<file path="src/rtl/regfile_pkg.sv">
// Shared constants and types for the multi-port register file.
package regfile_pkg;

  localparam int DW_DEF    = 32;
  localparam int DEPTH_DEF = 32;
  localparam int NRP_MAX   = 4;
  localparam int AW_DEF    = $clog2(DEPTH_DEF);

  typedef logic [AW_DEF-1:0] reg_addr_t;

  // Write ports in ascending priority: a higher index wins an address collision.
  localparam int WP_ALU  = 0;
  localparam int WP_LOAD = 1;
  localparam int NWP     = 2;

endpackage

</file>
<file path="src/rtl/regfile_mp_if.sv">
// Register-file bus: read ports, ALU/load write ports and the reserve request.
interface regfile_mp_if
  import regfile_pkg::*;
#(
  parameter int DW    = DW_DEF,
  parameter int DEPTH = DEPTH_DEF,
  parameter int AW    = $clog2(DEPTH),
  parameter int NRP   = 2
) ();

  logic [NRP*AW-1:0] rd_addr;
  logic [NRP*DW-1:0] rd_data;
  logic [NRP-1:0]    rd_busy;
  logic              we0;
  logic [AW-1:0]     wa0;
  logic [DW-1:0]     wd0;
  logic              we1;
  logic [AW-1:0]     wa1;
  logic [DW-1:0]     wd1;
  logic              rsv_en;
  logic [AW-1:0]     rsv_addr;
  logic              rsv_ok;

  modport master (
    output rd_addr, we0, wa0, wd0, we1, wa1, wd1, rsv_en, rsv_addr,
    input  rd_data, rd_busy, rsv_ok
  );

  modport slave (
    input  rd_addr, we0, wa0, wd0, we1, wa1, wd1, rsv_en, rsv_addr,
    output rd_data, rd_busy, rsv_ok
  );

endinterface

</file>
<file path="src/rtl/regfile_scoreboard.sv">
// Per-register busy bits for pending loads; REGFILE_BYPASS_EN makes lookups return post-edge state.
module regfile_scoreboard #(
  parameter int DEPTH    = 32,
  parameter int AW       = $clog2(DEPTH),
  parameter int NRP      = 2,
  parameter int ZERO_REG = 1
) (
  input  logic              clk,
  input  logic              rst_n,
  input  logic              set_en_i,
  input  logic [AW-1:0]     set_addr_i,
  input  logic              clr_en_i,
  input  logic [AW-1:0]     clr_addr_i,
  input  logic [NRP*AW-1:0] rd_addr_i,
  output logic [NRP-1:0]    rd_busy_o,
  output logic              rsv_ok_o
);

  logic [DEPTH-1:0] busy_q;
  logic [DEPTH-1:0] busy_d;
  logic [DEPTH-1:0] busy_src;

  // NOTE: combinational blocks use blocking '=' with a default first, so later
  // statements override earlier ones and no latch is inferred.
  always_comb begin
    busy_d = busy_q;
    if (clr_en_i) busy_d[clr_addr_i] = 1'b0;
    // Set after clear: a new load issued as the old one completes stays busy.
    if (set_en_i) busy_d[set_addr_i] = 1'b1;
    if (ZERO_REG != 0) busy_d[0] = 1'b0;
  end

  // NOTE: sequential state uses non-blocking '<=' so every flop samples pre-edge values.
  always_ff @(posedge clk or negedge rst_n) begin
    if (!rst_n) busy_q <= '0;
    else        busy_q <= busy_d;
  end

`ifdef REGFILE_BYPASS_EN
  assign busy_src = busy_d;
`else
  assign busy_src = busy_q;
`endif

  always_comb begin
    rd_busy_o = '0;
    for (int i = 0; i < NRP; i++) begin
      rd_busy_o[i] = rst_n & busy_src[rd_addr_i[i*AW +: AW]];
    end
  end

  // Register 0 is never busy when ZERO_REG is set, so it always grants.
  assign rsv_ok_o = rst_n & set_en_i & ~busy_q[set_addr_i];

endmodule

</file>
<file path="src/rtl/regfile_mp.sv">
// Parametrised multi-port register file with dual write ports and a busy scoreboard.
// Optional feature: define REGFILE_BYPASS_EN for same-cycle write-to-read forwarding.
module regfile_mp
  import regfile_pkg::*;
#(
  parameter int DW       = DW_DEF,
  parameter int DEPTH    = DEPTH_DEF,
  parameter int AW       = $clog2(DEPTH),
  parameter int NRP      = 2,
  parameter int ZERO_REG = 1
) (
  input  logic         clk,
  input  logic         rst_n,
  regfile_mp_if.slave  bus
);

  typedef logic [DW-1:0] word_t;

  word_t            mem_q [DEPTH];
  word_t            mem_d [DEPTH];
  word_t            mem_src [DEPTH];
  logic [NWP-1:0]   wp_en;
  logic [AW-1:0]    wp_addr [NWP];
  word_t            wp_data [NWP];
  logic [NRP-1:0]   sb_busy;
  logic [NRP*DW-1:0] rd_data;

  assign wp_en[WP_ALU]    = bus.we0;
  assign wp_addr[WP_ALU]  = bus.wa0;
  assign wp_data[WP_ALU]  = bus.wd0;
  assign wp_en[WP_LOAD]   = bus.we1;
  assign wp_addr[WP_LOAD] = bus.wa1;
  assign wp_data[WP_LOAD] = bus.wd1;

  always_comb begin
    mem_d = mem_q;
    for (int p = 0; p < NWP; p++) begin
      if (wp_en[p]) mem_d[wp_addr[p]] = wp_data[p];
    end
    if (ZERO_REG != 0) mem_d[0] = '0;
  end

  // NOTE: the storage array is reset on purpose: clearing every register is part
  // of the architectural reset, so this cannot map onto a reset-less RAM macro.
  always_ff @(posedge clk or negedge rst_n) begin
    if (!rst_n) begin
      for (int r = 0; r < DEPTH; r++) mem_q[r] <= '0;
    end else begin
      mem_q <= mem_d;
    end
  end

`ifdef REGFILE_BYPASS_EN
  assign mem_src = mem_d;
`else
  assign mem_src = mem_q;
`endif

  always_comb begin
    rd_data = '0;
    for (int i = 0; i < NRP; i++) begin
      if (i < NRP_MAX && rst_n) rd_data[i*DW +: DW] = mem_src[bus.rd_addr[i*AW +: AW]];
    end
  end

  assign bus.rd_data = rd_data;

  regfile_scoreboard #(
    .DEPTH    (DEPTH),
    .AW       (AW),
    .NRP      (NRP),
    .ZERO_REG (ZERO_REG)
  ) u_scoreboard (
    .clk        (clk),
    .rst_n      (rst_n),
    .set_en_i   (bus.rsv_en),
    .set_addr_i (bus.rsv_addr),
    .clr_en_i   (bus.we1),
    .clr_addr_i (bus.wa1),
    .rd_addr_i  (bus.rd_addr),
    .rd_busy_o  (sb_busy),
    .rsv_ok_o   (bus.rsv_ok)
  );

  always_comb begin
    bus.rd_busy = '0;
    for (int i = 0; i < NRP; i++) begin
      if (i < NRP_MAX) bus.rd_busy[i] = sb_busy[i];
    end
  end

endmodule

</file>
<file path="src/flat_wrapper.sv">
// flat-port wrapper written by rule: the top's interface ports become plain ports
module regfile_mp_flat import regfile_pkg::*;
#(
  parameter int DW       = DW_DEF,
  parameter int DEPTH    = DEPTH_DEF,
  parameter int AW       = $clog2(DEPTH),
  parameter int NRP      = 2,
  parameter int ZERO_REG = 1
)
  (clk, rst_n, bus_rd_addr, bus_we0, bus_wa0, bus_wd0, bus_we1, bus_wa1, bus_wd1, bus_rsv_en, bus_rsv_addr, bus_rd_data, bus_rd_busy, bus_rsv_ok);
  regfile_mp_if #(.DW(DW), .DEPTH(DEPTH), .AW(AW), .NRP(NRP)) bus_i ();
  input  logic clk;
  input  logic rst_n;
  input wire logic [$bits(bus_i.rd_addr)-1:0] bus_rd_addr;
  input wire logic [$bits(bus_i.we0)-1:0] bus_we0;
  input wire logic [$bits(bus_i.wa0)-1:0] bus_wa0;
  input wire logic [$bits(bus_i.wd0)-1:0] bus_wd0;
  input wire logic [$bits(bus_i.we1)-1:0] bus_we1;
  input wire logic [$bits(bus_i.wa1)-1:0] bus_wa1;
  input wire logic [$bits(bus_i.wd1)-1:0] bus_wd1;
  input wire logic [$bits(bus_i.rsv_en)-1:0] bus_rsv_en;
  input wire logic [$bits(bus_i.rsv_addr)-1:0] bus_rsv_addr;
  output wire logic [$bits(bus_i.rd_data)-1:0] bus_rd_data;
  output wire logic [$bits(bus_i.rd_busy)-1:0] bus_rd_busy;
  output wire logic [$bits(bus_i.rsv_ok)-1:0] bus_rsv_ok;
  assign bus_i.rd_addr = bus_rd_addr;
  assign bus_i.we0 = bus_we0;
  assign bus_i.wa0 = bus_wa0;
  assign bus_i.wd0 = bus_wd0;
  assign bus_i.we1 = bus_we1;
  assign bus_i.wa1 = bus_wa1;
  assign bus_i.wd1 = bus_wd1;
  assign bus_i.rsv_en = bus_rsv_en;
  assign bus_i.rsv_addr = bus_rsv_addr;
  assign bus_rd_data = bus_i.rd_data;
  assign bus_rd_busy = bus_i.rd_busy;
  assign bus_rsv_ok = bus_i.rsv_ok;
  regfile_mp #(.DW(DW), .DEPTH(DEPTH), .AW(AW), .NRP(NRP), .ZERO_REG(ZERO_REG)) u_core (.clk(clk), .rst_n(rst_n), .bus(bus_i));
endmodule
</file>
<file path="config.mk">
export PLATFORM = sky130hd
export DESIGN_NAME = regfile_mp_flat
export DESIGN_NICKNAME = d
export VERILOG_FILES = /design/src/rtl/regfile_pkg.sv /design/src/rtl/regfile_mp_if.sv /design/src/rtl/regfile_scoreboard.sv /design/src/rtl/regfile_mp.sv /design/src/flat_wrapper.sv
export SDC_FILE = /design/constraint.sdc
export NUM_CORES = 2
export LEC_CHECK = 0
export BUFFER_PORTS_ARGS = -buffer_cell sky130_fd_sc_hd__buf_2
export CAP_MARGIN = 20
export CORE_AREA = 2 2 333 335
export CTS_CLUSTER_DIAMETER = 60
export DETAILED_ROUTE_END_ITERATION = 7
export DIE_AREA = 0 0 335 337
export PLACE_DENSITY = 0.84
export RECOVER_POWER = 50
export SYNTH_ARGS = -nofsm -noshare
export SYNTH_HDL_FRONTEND = slang
export SYNTH_SLANG_ARGS = --single-unit
</file>
<file path="constraint.sdc">
create_clock -name clk -period 4.9 [get_ports clk]
set_input_delay 1.225 -clock clk [delete_from_list [all_inputs] [get_ports clk]]
set_output_delay 1.225 -clock clk [all_outputs]
set_load 0.01 [all_outputs]
</file>
# Word-level counts from Yosys, hierarchy flattened

Cells that the tools add are included.

Muxes and demuxes: 28
$lt $le $gt $ge: 12
Bitwise logic cells: 12
Reductions and logical operators: 4

Operators with widths:

| operator           | number |
|---|---|
| $bwmux 1024        | 2 |
| $mux 1024          | 1 |
| $mux 992           | 1 |
| $bmux 32 s5        | 2 |
| $demux 32 s5       | 2 |
| $mux 32            | 10 |
| $and 32x32->32     | 1 |
| $not 32->32        | 1 |
| $or 32x32->32      | 1 |
| $ge 6x6->1 const B | 4 |
| $lt 5x6->1 const B | 4 |
| $not 5->6          | 4 |
| $bmux 1 s5         | 3 |
| $lt 6x1->1 const B | 2 |
| $demux 1 s5        | 2 |
| $ge 5x1->1 const B | 2 |
| $mux 1             | 5 |
| $and 1x1->1        | 4 |
| $logic_and 1x1->1  | 4 |
| $not 1->1          | 1 |

Output and inout bits: 67
Logic and storage cells: 88
Register bits after elaboration: 1,023
Bits of input ports: 94

# Depth between registers and ports, before layout

Word-level depth: 9
Gate-level depth with buffers: 10
Gate-level depth less buffers: 5

# Modules after synthesis

From an unflattened synthesis, not the netlist that was laid out.

Cell total of the unflattened synthesis: 6,372
Area, all modules: 65,353.9 um^2

By module, submodules not included:

| module             | instances | area each (um^2) | cells an instance | sequential area each (um^2) |
|---|---|---|---|---|
| regfile_mp         | 1         | 63,166.8         | 6,160             | 24,823.8 |
| regfile_scoreboard | 1         | 2,187.1          | 212               | 775.7 |

# Worst setup path after synthesis

OpenSTA, ideal clock, no wires.

Path kind: input -> output
From: input bus_rsv_addr[0]
To: output bus_rsv_ok
Stages: 6
Buffers on the path: 2
Arrival time: 2,897 ps
Path slack: 778 ps
Required time: 3,675 ps
Path through: clkbuf_1 clkbuf_1 mux4_2 mux2i_1 nor2_1 nor3_1

Longest elaborated chain between the ends: 4

Ends and longest elaborated chain:

| element                      | RTL line                 | text |
|---|---|---|
| from (decl)                  | flat_wrapper.sv:22       | `input wire logic [$bits(bus_i.rsv_addr)-1:0] bus_rsv_addr;` |
| $bmux 1 s5                   | regfile_scoreboard.sv:53 | `assign rsv_ok_o = rst_n & set_en_i & ~busy_q[set_addr_i];` |
| $mux 1 (implied by the code) | regfile_scoreboard.sv:53 |  |
| $not 1->1                    | regfile_scoreboard.sv:53 |  |
| $and 1x1->1                  | regfile_scoreboard.sv:53 |  |
| to (decl)                    | flat_wrapper.sv:25       | `output wire logic [$bits(bus_i.rsv_ok)-1:0] bus_rsv_ok;` |

No other way between the ends. The select of a mux whose other input is x is not followed.

# Worst setup path in the final report

From: input bus_rd_addr[9]
To: output bus_rd_data[35]

Longest elaborated chain between the ends: 5

Ends and longest elaborated chain:

| element                                    | RTL line           | text |
|---|---|---|
| from (decl)                                | flat_wrapper.sv:14 | `input wire logic [$bits(bus_i.rd_addr)-1:0] bus_rd_addr;` |
| $not 5->6 (implied by the code)            | regfile_mp.sv:62   | `if (i < NRP_MAX && rst_n) rd_data[i*DW +: DW] = mem_src[bus.rd_addr[i*AW +: AW]];` |
| $bmux 32 s5                                | regfile_mp.sv:62   |  |
| $mux 32 (implied by the code) (2 in a row) | regfile_mp.sv:62   |  |
| $mux 32                                    | regfile_mp.sv:62   |  |
| to (decl)                                  | flat_wrapper.sv:23 | `output wire logic [$bits(bus_i.rd_data)-1:0] bus_rd_data;` |

No other way between the ends. The select of a mux whose other input is x is not followed.

==> results.cfg <==
[outcome]
outcome = complete, but fails checks
violations = DRC, capacitance limit, slew limit

[timing]
relSlewSlack_pct = -63.8
clock_skew_ns = 0
grt_setup_unrepaired = false
period_share_pct = 99.7
worst_pin_slew_ns = 2.46
hold_violations = 0
maxSlewViolCount = 337
setup_viol = 0
min_period_ns = 4.88
setup_ws_ns = 0.0165
fmax_mhz = 205
final.setup.tns_ns = 0

[floorplan]
dieArea_sq_mm = 0.113
start_util_pct = 59.4
die_y_um = 337
core_region_area_sq_mm = 0.110
fp-row-count = 122
io_pins = 161
fp.dieW_um = 335

[place]
place_hpwl_mm = 147
io_buffers = 160
gp_congestion = 0.966
post-place-ws_ns = 0.0598

[critical_path]
reg2reg_slack_ns = 3.94
crit_arrival_ns = 3.66
crit_type = in2out
cp-end-kind = output pin
cp-start-kind = input pin
required_ns = 3.67
path_max_fanout = 18

[drt]
route.top_layer_used = met5
wl_met1_mm = 80.1
routed-wl-met2_mm = 102
drt_iter0_drc = 11300
wl_mm = 251
vias = 59100
drt-pass1-iter-count = 8
viasPerCell = 7.60
drc = 35
ant_nets = 0
wl_per_cell_um = 32.3
wl_met3_mm = 43.2

[pwr]
p_leak_uw = 0.0311
p_seq_share_pct = 43.9
p_per_area_mw_per_mm2 = 407
vdd_drop_max_uv = 372
p_sw_uw = 9450
clock_power_share_pct = 30.7
p_int_uw = 19600
comb_power_share_pct = 25.4
switching_share_pct = 32.5

[yosys]
synth_flop_cell = dfrtp_1
yosysTopAreaCell = dfrtp_1
syn_inst = 6424
synth_xor_area_share_pct = 0
ys_warn_count = 0
synth_compound_area_share_pct = 12.1
ys_top_cells_by_area = dfrtp_1, mux2i_1, mux4_2
synthDistinctLibCells = 44
synth_fa_ha_area_share_pct = 0
synth_area_per_cell_sq_um = 10.1
synth_top_family_by_area = multiplexers
synth_edf_count = 0
syn_area_sq_mm = 0.0651
synth_seq_cells = 1023
syn_nets = 6518
async_reset_ff_share_pct = 100
synth.area.mux_share_pct = 33.6
yosys.area.top_type_share_pct = 39.3
yosys.area_share.simple_pct = 9.65
seq_area_frac_synth_pct = 39.3

[global_routing]
overflow = 0
grt_max_degree = 76
grtUsageTotal_pct = 43.8
antenna_found_initial = 31
grt_pass1_vias = 58700
grt_pass1_wl_mm = 370

[clock_tree]
cts_tree = yes
cts_setup_buffers = 0
ctsHoldBuffers = 0
clock_tree.buffer_depth = 3
numClockSinks = 1023
root_buffer = clkbuf_16
numCtsBuffers = 110
clk_pin_slew_ns = 0.06
htree_levels = 3
clk_latency_ns = 0.73

[cells_and_area]
fin_nets = 6332
drive_gt1_share_pct = 19.6
syn2layout_area_growth_pct = 9.74

[hold_path]
hp-class = in2async

[run]
maxCapViolCount = 11
==> critical path, stage by stage <==
cell and delay (ns):
buf_2 0.20, nor2b_4 0.93, buf_4 0.57, nand3_1 0.13, o211ai_1 0.21, nor2_1 0.19
buf_2 0.19
==> area by class of cell <==
type	instances	area, sq um
clock buffer	145	3160
multi-input combinational	4646	36400
tap	1426	1780
inverter	8	30.0
timing repair buffer	449	3710
clock inverter	59	638
sequential	1023	25600
fill	7805	38200
antenna	22	55.1
==> layer usage <==
layer / vias up / global-route usage (%)
met5: - / 3.45
met2: 6148 / 60.7
met4: 32 / 37.2
met3: 2072 / 20.9
li1: 22900 / -
met1: 28000 / 50.8
==> power by group through the flow <==
stage          Clock, uW  Sequential (uW)  Combinational (uW)
5_1_grt             9210            12900                7840
4_1_cts             8840            12600                7150
3_5_place_dp           0            12600                7050
6_report            8930            12800                7380
3_3_place_gp           0            12400                6680
2_1_floorplan          0            11900                5420
==> cells in the final DEF (no fill, tap or decap), types with 31 or more instances in the layout <==
cell / instances
mux4_2: 330
nand2_1: 618
buf_4: 185
clkbuf_1: 55
nor2_1: 561
a21oi_1: 546
nand2b_1: 34
o311a_1: 31
o22ai_1: 32
mux2_2: 238
o21ai_0: 600
clkbuf_16: 113
a221oi_1: 97
nor3_1: 70
mux2i_1: 1146
buf_2: 147
buf_12: 63
a211oi_1: 87
dfrtp_1: 1023
nor2b_1: 67
==> timing repair <==
item                                    4_1_cts  5_1_grt
endpoints found under the hold margin         0        0
resized for setup                             0        2
endpoints found under the setup margin        0        2
==> registers in the layout, summed over array words and instances, names as in the netlist <==
| signal | flops |
|---|---|
| u_core.mem_q | 992 |
| u_core.u_scoreboard.busy_q | 31 |
==> stage by stage <==
step	hold slack [ns]	total power, uW	utilization, %	cell area, sq um	instances
after floorplan	0.474	17400	-	65100	6424
after global placement	0.504	19100	61.7	67700	7550
after detailed placement	0.521	19700	61.7	67700	7550
after CTS	0.462	28500	65.2	71500	7754
after global routing	0.484	29900	65.1	71400	7775
final	0.471	29100	65.1	71400	7778
==> cell families (layout without fill, tap and decap cells) <==
group,Yosys count,after routing
simple gates,1505,1505
buf+inv,755,661
flops,1023,1023
other cells,0,22
compound gates,1415,1415
mux,1726,1726
==> cell usage after synthesis, types with 45 or more instances <==
library cell     n
clkbuf_1       497
dfrtp_1       1023
buf_4           54
mux4_2         330
mux2_2         238
nor3_1          70
a221oi_1        97
a211oi_1        89
nand2_1        647
buf_1           45
nor2b_1         72
buf_2          125
mux2i_1       1146
nor2_1         580
o21ai_0        600
a21oi_1        546
==> worst paths after layout <==
check / from / end / cells past startpoint
worst max-delay path: bus_rd_addr[9] / bus_rd_data[35] / 7
worst min-delay path: rst_n / u_core.u_scoreboard.busy_q[10] / 1
worst max register to register: u_core.mem_q[766] / u_core.mem_q[766] / 2
worst min register to register: u_core.u_scoreboard.busy_q[21] / u_core.u_scoreboard.busy_q[21] / 2
max in group asynchronous: rst_n / u_core.mem_q[777] / 3
min in group clk: u_core.u_scoreboard.busy_q[21] / u_core.u_scoreboard.busy_q[21] / 2
Power figures use the tool's default switching activity.
